## config.mk

```make
export PLATFORM = sky130hd
export DESIGN_NAME = mem_access_unit
export DESIGN_NICKNAME = d
export VERILOG_FILES = /design/src/rtl/mem_access_unit.sv
export SDC_FILE = /design/constraint.sdc
export NUM_CORES = 1
export LEC_CHECK = 0
export ABC_AREA = 1
export BUFFER_PORTS_ARGS = -buffer_cell sky130_fd_sc_hd__buf_2
export CORE_MARGIN = 3
export CORE_UTILIZATION = 50
export CTS_BUF_LIST = sky130_fd_sc_hd__clkbuf_8
export DETAILED_ROUTE_END_ITERATION = 12
export GPL_ROUTABILITY_DRIVEN = 0
export PLACE_DENSITY = 0.93
export REMOVE_ABC_BUFFERS = 1
export SLEW_MARGIN = 20
export SYNTH_ARGS = -nofsm -noshare
export SYNTH_HDL_FRONTEND = slang
export SYNTH_SLANG_ARGS = --single-unit
export TNS_END_PERCENT = 5
```

## constraint.sdc

```tcl
create_clock -name clock -period 2.6 [get_ports clock]
set_clock_uncertainty 0.05 [all_clocks]
set_input_delay 0.39 -clock clock [delete_from_list [all_inputs] [get_ports clock]]
set_output_delay 0.39 -clock clock [all_outputs]
set_load 0.01 [all_outputs]
```

## src/rtl/mem_access_unit.sv

```systemverilog
// Sequences single read/write cycles between the multicycle control unit and synchronous memory; reads take READ_LATENCY cycles, writes one.
// No backpressure: requests are sampled only in IDLE and ignored while busy, so the requester waits for done.
module mem_access_unit #(
    parameter int READ_LATENCY = 2,
    parameter int DATA_W       = 32
) (
    input  logic              clock,
    input  logic              reset,
    input  logic              req_rd,
    input  logic              req_wr,
    input  logic              IouD,
    input  logic              dst_ir,
    input  logic [DATA_W-1:0] pc,
    input  logic [DATA_W-1:0] alu_out,
    input  logic [DATA_W-1:0] wdata,
    input  logic [DATA_W-1:0] mem_rdata,
    output logic [DATA_W-1:0] mem_addr,
    output logic [DATA_W-1:0] mem_wdata,
    output logic              mem_en,
    output logic              mem_we,
    output logic [DATA_W-1:0] ir,
    output logic [DATA_W-1:0] mdr,
    output logic              done,
    output logic              err,
    output logic              misalign_sticky,
    output logic              busy,
    output logic [1:0]        state
);

    typedef enum logic [1:0] {
        IDLE    = 2'd0,
        RD_WAIT = 2'd1,
        WR      = 2'd2
    } stateT;

    localparam logic [3:0] RD_INIT = 4'(READ_LATENCY - 1);

    stateT             stateQ;
    logic [3:0]        rdCount;
    logic              dstIrQ;
    logic [DATA_W-1:0] selAddr;
    logic              misaligned;

    assign selAddr    = IouD ? alu_out : pc;
    assign misaligned = (selAddr[1:0] != 2'b00);
    assign busy       = (stateQ != IDLE);
    assign state      = stateQ;

    always_ff @(posedge clock or negedge reset) begin
        if (!reset) begin
            stateQ          <= IDLE;
            rdCount         <= 4'd0;
            dstIrQ          <= 1'b0;
            mem_addr        <= '0;
            mem_wdata       <= '0;
            mem_en          <= 1'b0;
            mem_we          <= 1'b0;
            ir              <= '0;
            mdr             <= '0;
            done            <= 1'b0;
            err             <= 1'b0;
            misalign_sticky <= 1'b0;
        end else begin
            done <= 1'b0;
            err  <= 1'b0;
            case (stateQ)
                IDLE: begin
                    if (req_wr || req_rd) begin
                        if (misaligned) begin
                            // Rejected without touching memory; reported like a completion.
                            done            <= 1'b1;
                            err             <= 1'b1;
                            misalign_sticky <= 1'b1;
                        end else begin
                            mem_addr <= selAddr;
                            mem_en   <= 1'b1;
                            if (req_wr) begin
                                mem_wdata <= wdata;
                                mem_we    <= 1'b1;
                                stateQ    <= WR;
                            end else begin
                                mem_we  <= 1'b0;
                                dstIrQ  <= dst_ir;
                                rdCount <= RD_INIT;
                                stateQ  <= RD_WAIT;
                            end
                        end
                    end
                end
                RD_WAIT: begin
                    if (rdCount != 4'd0) begin
                        rdCount <= rdCount - 4'd1;
                    end else begin
                        if (dstIrQ) begin
                            ir <= mem_rdata;
                        end else begin
                            mdr <= mem_rdata;
                        end
                        mem_en <= 1'b0;
                        done   <= 1'b1;
                        stateQ <= IDLE;
                    end
                end
                WR: begin
                    mem_en <= 1'b0;
                    mem_we <= 1'b0;
                    done   <= 1'b1;
                    stateQ <= IDLE;
                end
                default: begin
                    mem_en <= 1'b0;
                    mem_we <= 1'b0;
                    stateQ <= IDLE;
                end
            endcase
        end
    end

endmodule
```

==> results of run 1 <==
## metrics by stage
stage / setup slack, ps / utilization [%] / instance area (µm²) / hold slack, ps
after floorplan: 705 / - / 5660 / 44.4
after global placement: 795 / 65.3 / 7260 / 272
after detailed placement: 686 / 65.3 / 7260 / 270
after CTS: 679 / 69.3 / 7710 / 66.9
after global routing: 529 / 69.4 / 7720 / 76.1
final: 660 / 69.4 / 7720 / 97.3
## power groups by stage
stage	clock, W	combinational [W]	sequential (W)
finish	0.00193	0.00309	0.00367
global route	0.00207	0.00344	0.00377
CTS	0.00197	0.00314	0.00366
detailed placement	0	0.00312	0.00367
global placement	0	0.00299	0.00364
floorplan	0	0.00120	0.00408
## placed cells by master, fill, tap and decap left out, types with 2 or more instances in the layout
cell and n:
nand2_1 273, buf_2 268, dfrtp_1 140, inv_1 43, mux2_2 30, o21ai_1 25
o21ai_2 22, clkbuf_8 20, o21ai_0 19, nor2_1 10, nand3_1 9, inv_2 6
buf_4 5, bufinv_16 4, nand2_2 3, clkinvlp_4 3, nor2_4 2, nand3_2 2
a21oi_1 2, clkinv_4 2, buf_12 2
## how the worst min path moves through the flow
stage                     to  slack, ps  cells after the start
6_report        mem_wdata[9]        100                      3
4_1_cts         mem_wdata[9]         70                      3
5_1_grt        mem_wdata[27]         80                      3
3_5_place_dp           ir[1]        270                      1
2_1_floorplan           done         40                      0
3_3_place_gp           ir[0]        270                      1
## sequential cells by signal (all words and copies together) (netlist names)
| register | count |
|---|---|
| done | 1 |
| ir | 32 |
| mem_we | 1 |
| state | 2 |
| err | 1 |
| mem_wdata | 32 |
| rdCount | 4 |
| mem_en | 1 |
| misalign_sticky | 1 |
| mdr | 32 |
| dstIrQ | 1 |
| mem_addr | 32 |
## metal layers
metal	wire length, µm	vias up	part of all wire (%)	GRT usage [%]
met4	375	0	2.4	9.50
li1	-	2450	-	-
met3	1200	35	7.8	6.87
met2	8170	221	53	42.2
met5	0	-	0	0
met1	5680	2417	37	26.4
## critical path: cells and delay by family (launching register included)
kind,cells,cell delay (ps)
AOI/OAI and AO/OA,1,80
adders and majority gates,1,200
buffers and inverters,1,90
DFF,1,400
and+or+nand+nor,4,950
## synth_stat cells
cell,count
o21ai_1,25
o21ai_2,22
nand2_1,273
buf_2,13
dfrtp_1,140
nand2_2,3
a21oi_1,2
nor2_1,10
or2_1,1
buf_6,6
nand3_2,2
nor2_2,1
inv_2,6
inv_1,43
or2_2,1
nand2_4,1
buf_4,8
ha_1,1
nand3_1,9
nor2_4,2
o21ai_0,19
mux2_2,30
## area by class of cell
| class | count | area, µm² |
|---|---|---|
| diodes | 1 | 2.50 |
| clock buffers | 20 | 275 |
| clock inverters | 10 | 165 |
| fillers | 854 | 3410 |
| inverters | 49 | 184 |
| multi-input cells | 402 | 1970 |
| flip-flops and latches | 140 | 3500 |
| well taps | 140 | 175 |
| repair buffers | 277 | 1440 |
## logic make-up (layout without fill, tap and decap cells)
family,after synthesis,after routing,share of synthesized area (%)
muxes,30,30,5.77
buffers and inverters,76,356,6.44
adders and majority gates,1,1,0.214
AOI/OAI and AO/OA,68,68,7.23
DFF,140,140,59.9
and+or+nand+nor,303,303,20.5
other,0,1,0
==> results.tsv, run 1 <==
metric	value	unit
ys_warn_count	0	
timing.critical_path.cells	inv_1 -> ha_1 -> nand3_2 -> nor2_4 -> nand2_4 -> nand2_1 -> o21ai_2	
p_seq_share	42.2	%
ctsResizeCount	0	
dr.pass1.iters	4	
final_nets	1022	
htree_num_levels	4	
ant_nets	0	
dieArea	0.0130	mm²
crit_fanout	64	
grt.total_usage	23.6	%
arrival	2180	ps
max_freq	516	MHz
p_int	0.00553	W
vias_per_cell	4.93	
relSlewSlack	44.1	%
grt_pass1_wl	24.3	mm
antenna_found_initial	1	
cts-root-buf	clkbuf_8	
holdBufCountCts	1	
worst_pin_slew	839	ps
via_count	5123	
slowest_stage	nand2_4	
wire_per_inst	14.8	µm
drv_cap	0	
hpwl	11.4	mm
syn2layout_area_growth	31.9	%
critPathRequiredTime	2840	ps
drtIter0Drc	328	
min_path_type	primary input to flip-flop	
finalMaxSlewViolations	0	
finalWirelength	15.4	mm
ioPinCount	270	
worstSetupPathType	flip-flop to flip-flop	
drc	0	
grt_pass1_vias	5137	
post-cts-setup-buffers	0	
ys_top_cells_by_area	dfrtp_1, nand2_1, mux2_2	
startpoint	rdCount[1]	
die_height	114	µm
cp-end-kind	flip-flop	
power.density	1130	mW/mm²
yosys.area.top_type	dfrtp_1	
grt_max_degree	65	
p_comb_share	35.5	%
p_sw	0.00316	W
tns	0	ps
finalSetupViolations	0	
rsz0062_at_grt	no	
r2r-start	rdCount[1]	
synth_top_area_share	59.9	%
tritoncts	done	
synth-seq-cells	140	
finalNonFillerCells	1039	
p_leak	4.44	nW
coreArea	0.0111	mm²
io_buffers	269	
r2r-end	ir[2]	
synthCells	618	
syn-cell-area	0.00585	mm²
hold_viol	0	
netlist-cell-type-count	22	
numCtsBuffers	17	
slowest_delay	420	ps
endpoint	ir[2]	
power_frac_clock	22.3	%
syn_area_per_cell	9.47	µm²
status	completed	
clk_latency	420	ps
worstRegToRegCells	7	
worst_setup_path_start_kind	flip-flop	
yosysSeqAreaShare	59.9	%
fin_crit_sh	74.6	%
sw_frac_of_total	36.4	%
ir_drop	0.775	mV
min_period	1940	ps
rows	38	
grt_overflow_total	0	
dp_cells	1007	
die_w	114	µm
cts_sinks	140	
r2r_slack	660	ps
drive_gt1_share	41.6	%
total_power	0.00869	W
holdCritStartpoint	wdata[9]	
clockBufferDepth	2	
clkSlewWorstSetupHoldPaths	80	ps
start_util	52.6	%
Note: power is estimated with default switching activity, not from simulation.
==> run 2, diff against run 1 <==
--- a/config.mk
+++ b/config.mk
@@ -5,14 +5,14 @@
 export SDC_FILE = /design/constraint.sdc
 export NUM_CORES = 1
 export LEC_CHECK = 0
-export ABC_AREA = 1
+export ABC_AREA = 0
 export BUFFER_PORTS_ARGS = -buffer_cell sky130_fd_sc_hd__buf_2
 export CORE_MARGIN = 3
-export CORE_UTILIZATION = 50
+export CORE_UTILIZATION = 43
 export CTS_BUF_LIST = sky130_fd_sc_hd__clkbuf_8
 export DETAILED_ROUTE_END_ITERATION = 12
 export GPL_ROUTABILITY_DRIVEN = 0
-export PLACE_DENSITY = 0.93
+export PLACE_DENSITY = 0.86
 export REMOVE_ABC_BUFFERS = 1
 export SLEW_MARGIN = 20
 export SYNTH_ARGS = -nofsm -noshare
==> constraint.sdc (replaced) <==
create_clock -name clock -period 1.65 [get_ports clock]
set_clock_uncertainty 0.05 [all_clocks]
set_input_delay 0.2475 -clock clock [delete_from_list [all_inputs] [get_ports clock]]
set_output_delay 0.2475 -clock clock [all_outputs]
set_load 0.01 [all_outputs]
==> run 2 against run 1 <==
  * The run now ends with negative setup slack left
  * Sequential cell count is the same
  * Sequential power grew 67%
  * Via count down 9.1%
  * Die area grew 14%
==> results.tsv, run 2 <==
metric	value	unit
grt_pass1_wl	26.2	mm
synth-seq-cells	140	
antenna_found_initial	0	
synthCells	395	
syn-cell-area	0.00575	mm²
via_count	4659	
syn2layout_area_growth	50.2	%
worstSetupPathType	flip-flop to flip-flop	
clockBufferDepth	2	
crit_fanout	16	
max_freq	561	MHz
finalMaxSlewViolations	0	
cts_sinks	140	
grt_overflow_total	0	
power.density	1670	mW/mm²
yosys.area.top_type	dfrtp_1	
finalWorstSetupSlack	-133	ps
status	complete, but fails checks	
violations	negative setup slack	
ys_top_cells_by_area	dfrtp_1, mux2_2, mux2_4	
arrival	2050	ps
drv_cap	0	
die_w	122	µm
wire_per_inst	18.9	µm
ioPinCount	270	
htree_num_levels	4	
synth_flop_cell	dfrtp_1	
vias_per_cell	4.96	
finalSetupViolations	34	
start_util	44.8	%
rows	41	
min_period	1780	ps
async_flop_share	100	%
clkSlewWorstSetupHoldPaths	80	ps
tns	-2890	ps
die_height	122	µm
p_leak	4.55	nW
fin_crit_sh	108	%
tritoncts	done	
ant_nets	0	
grt_max_degree	57	
ir_drop	1.08	mV
io_buffers	269	
finalWirelength	17.8	mm
worst_pin_slew	478	ps
ys_warn_count	0	
cts-root-buf	clkbuf_8	
hold_viol	0	
drtIter0Drc	257	
grt_pass1_vias	4894	
critPathRequiredTime	1920	ps
dr.pass1.iters	5	
netlist-cell-type-count	38	
yosysMostFrequentCell	dfrtp_1	
dieArea	0.0148	mm²
fill_cells	885	
hold_slack	38.6	ps
final_nets	889	
rsz0062_at_grt	yes	
grt.total_usage	23.0	%
drc	0	
synthTopCellsByCount	dfrtp_1, mux2_2, nand2_1, o21ai_0, mux2i_1	
coreArea	0.0128	mm²
synth_top_area_share	60.9	%
hpwl	11.1	mm
relSlewSlack	68.1	%
yosysSeqAreaShare	60.9	%
layout.cells.most_common_list	buf_2, dfrtp_1, dlygate4sd3_1, mux2_4, mux2_2	
final_common_cell	buf_2	
synth-edff-count	0	
worst_setup_path_start_kind	flip-flop	
final_core_util	67.4	%
drive_gt1_share	57.0	%
cp-end-kind	flip-flop	
numCtsBuffers	17	
clk_latency	430	ps
min_path_type	primary input to flip-flop	
syn_area_per_cell	14.6	µm²
## run 2: cell types whose count changed in the layout (fill, tap and decap cells not counted), moves of 22 or more
cell           change
o21ai_1           -25
inv_1             -35
mux2_4            +57
dlygate4sd3_1     +60
o21ai_2           -22
nand2_1          -240
mux2i_1           +31
## run 2: where the power goes
group / switching [W] / total [W] / leakage, nW / internal, W
Combinational: 0.00275 / 0.00587 / 2.65 / 0.00312
Sequential: 0.00106 / 0.00612 / 1.71 / 0.00505
Clock: 0.00131 / 0.00241 / 0.189 / 0.00110
Total: 0.00512 / 0.0144 / 4.55 / 0.00927
## run 2: logic make-up (layout without fill, tap and decap cells)
logic type      Yosys count  in the layout  synth area share, %
mux                     128            128                 26.2
flops                   140            140                 60.9
other cells               0              1                    0
fa+ha+maj                 1              1                0.217
compound gates           46             46                 4.85
buf+inv                  28            400                 2.70
simple gates             52             52                 5.11
## run 2: routing by layer
metal	global-route usage [%]	vias up	wire length, µm
met1	27.9	2268	6990
met2	39.1	258	8970
met5	0	-	0
li1	-	2105	-
met4	8.75	0	412
met3	6.31	28	1420
## run 2: final timing paths
path,startpoint,endpoint,slack (ps),cells past startpoint
worst max-delay path,state[1],mdr[2],-130,6
worst min-delay path,mem_rdata[2],ir[2],40,2
worst max register to register,state[1],mdr[2],-130,6
worst min register to register,misalign_sticky,misalign_sticky,420,1
max in group asynchronous,reset,err,700,3
min in group asynchronous,reset,mdr[27],270,2
## run 2: repair_timing
| item | in CTS | in global routing |
|---|---|---|
| pin swaps | 1 | 1 |
| gates resized for setup | 9 | 29 |
| endpoints found under the hold margin | 185 | 0 |
| hold buffers | 61 | 0 |
| cloned | 0 | 2 |
| setup endpoints to repair | 67 | 66 |
| buffers inserted | 0 | 5 |
## run 2: area by class of cell
type / instances / area, µm² / area share, %
Multi-Input combinational cell: 227 / 2240 / 25.9
Timing Repair Buffer: 361 / 2310 / 26.8
Tap cell: 172 / 215 / 2.49
Clock buffer: 19 / 262 / 3.03
Clock inverter: 13 / 78.8 / 0.912
Sequential cell: 140 / 3500 / 40.5
Antenna cell: 1 / 2.50 / 0.0290
Inverter: 7 / 26.3 / 0.304
## run 2: critical path: stages, from the launching register on
cell       delay, ps
dfrtp_1          420
buf_4            140
nand3b_4         170
nor4_4           160
buf_4            170
clkbuf_16        200
mux2_2           350
## run 2: through the flow
| stage | cell area (µm²) | std cells | setup WS, ps | total power [W] |
|---|---|---|---|---|
| 4_1_cts | 8440 | 932 | -110 | 0.0139 |
| 5_1_grt | 8640 | 939 | -168 | 0.0152 |
| 3_3_place_gp | 7460 | 839 | -47.1 | 0.0111 |
| 2_1_floorplan | 5620 | 374 | -781 | 0.00864 |
| 3_5_place_dp | 7460 | 839 | -129 | 0.0113 |
| 6_report | 8640 | 940 | -133 | 0.0144 |
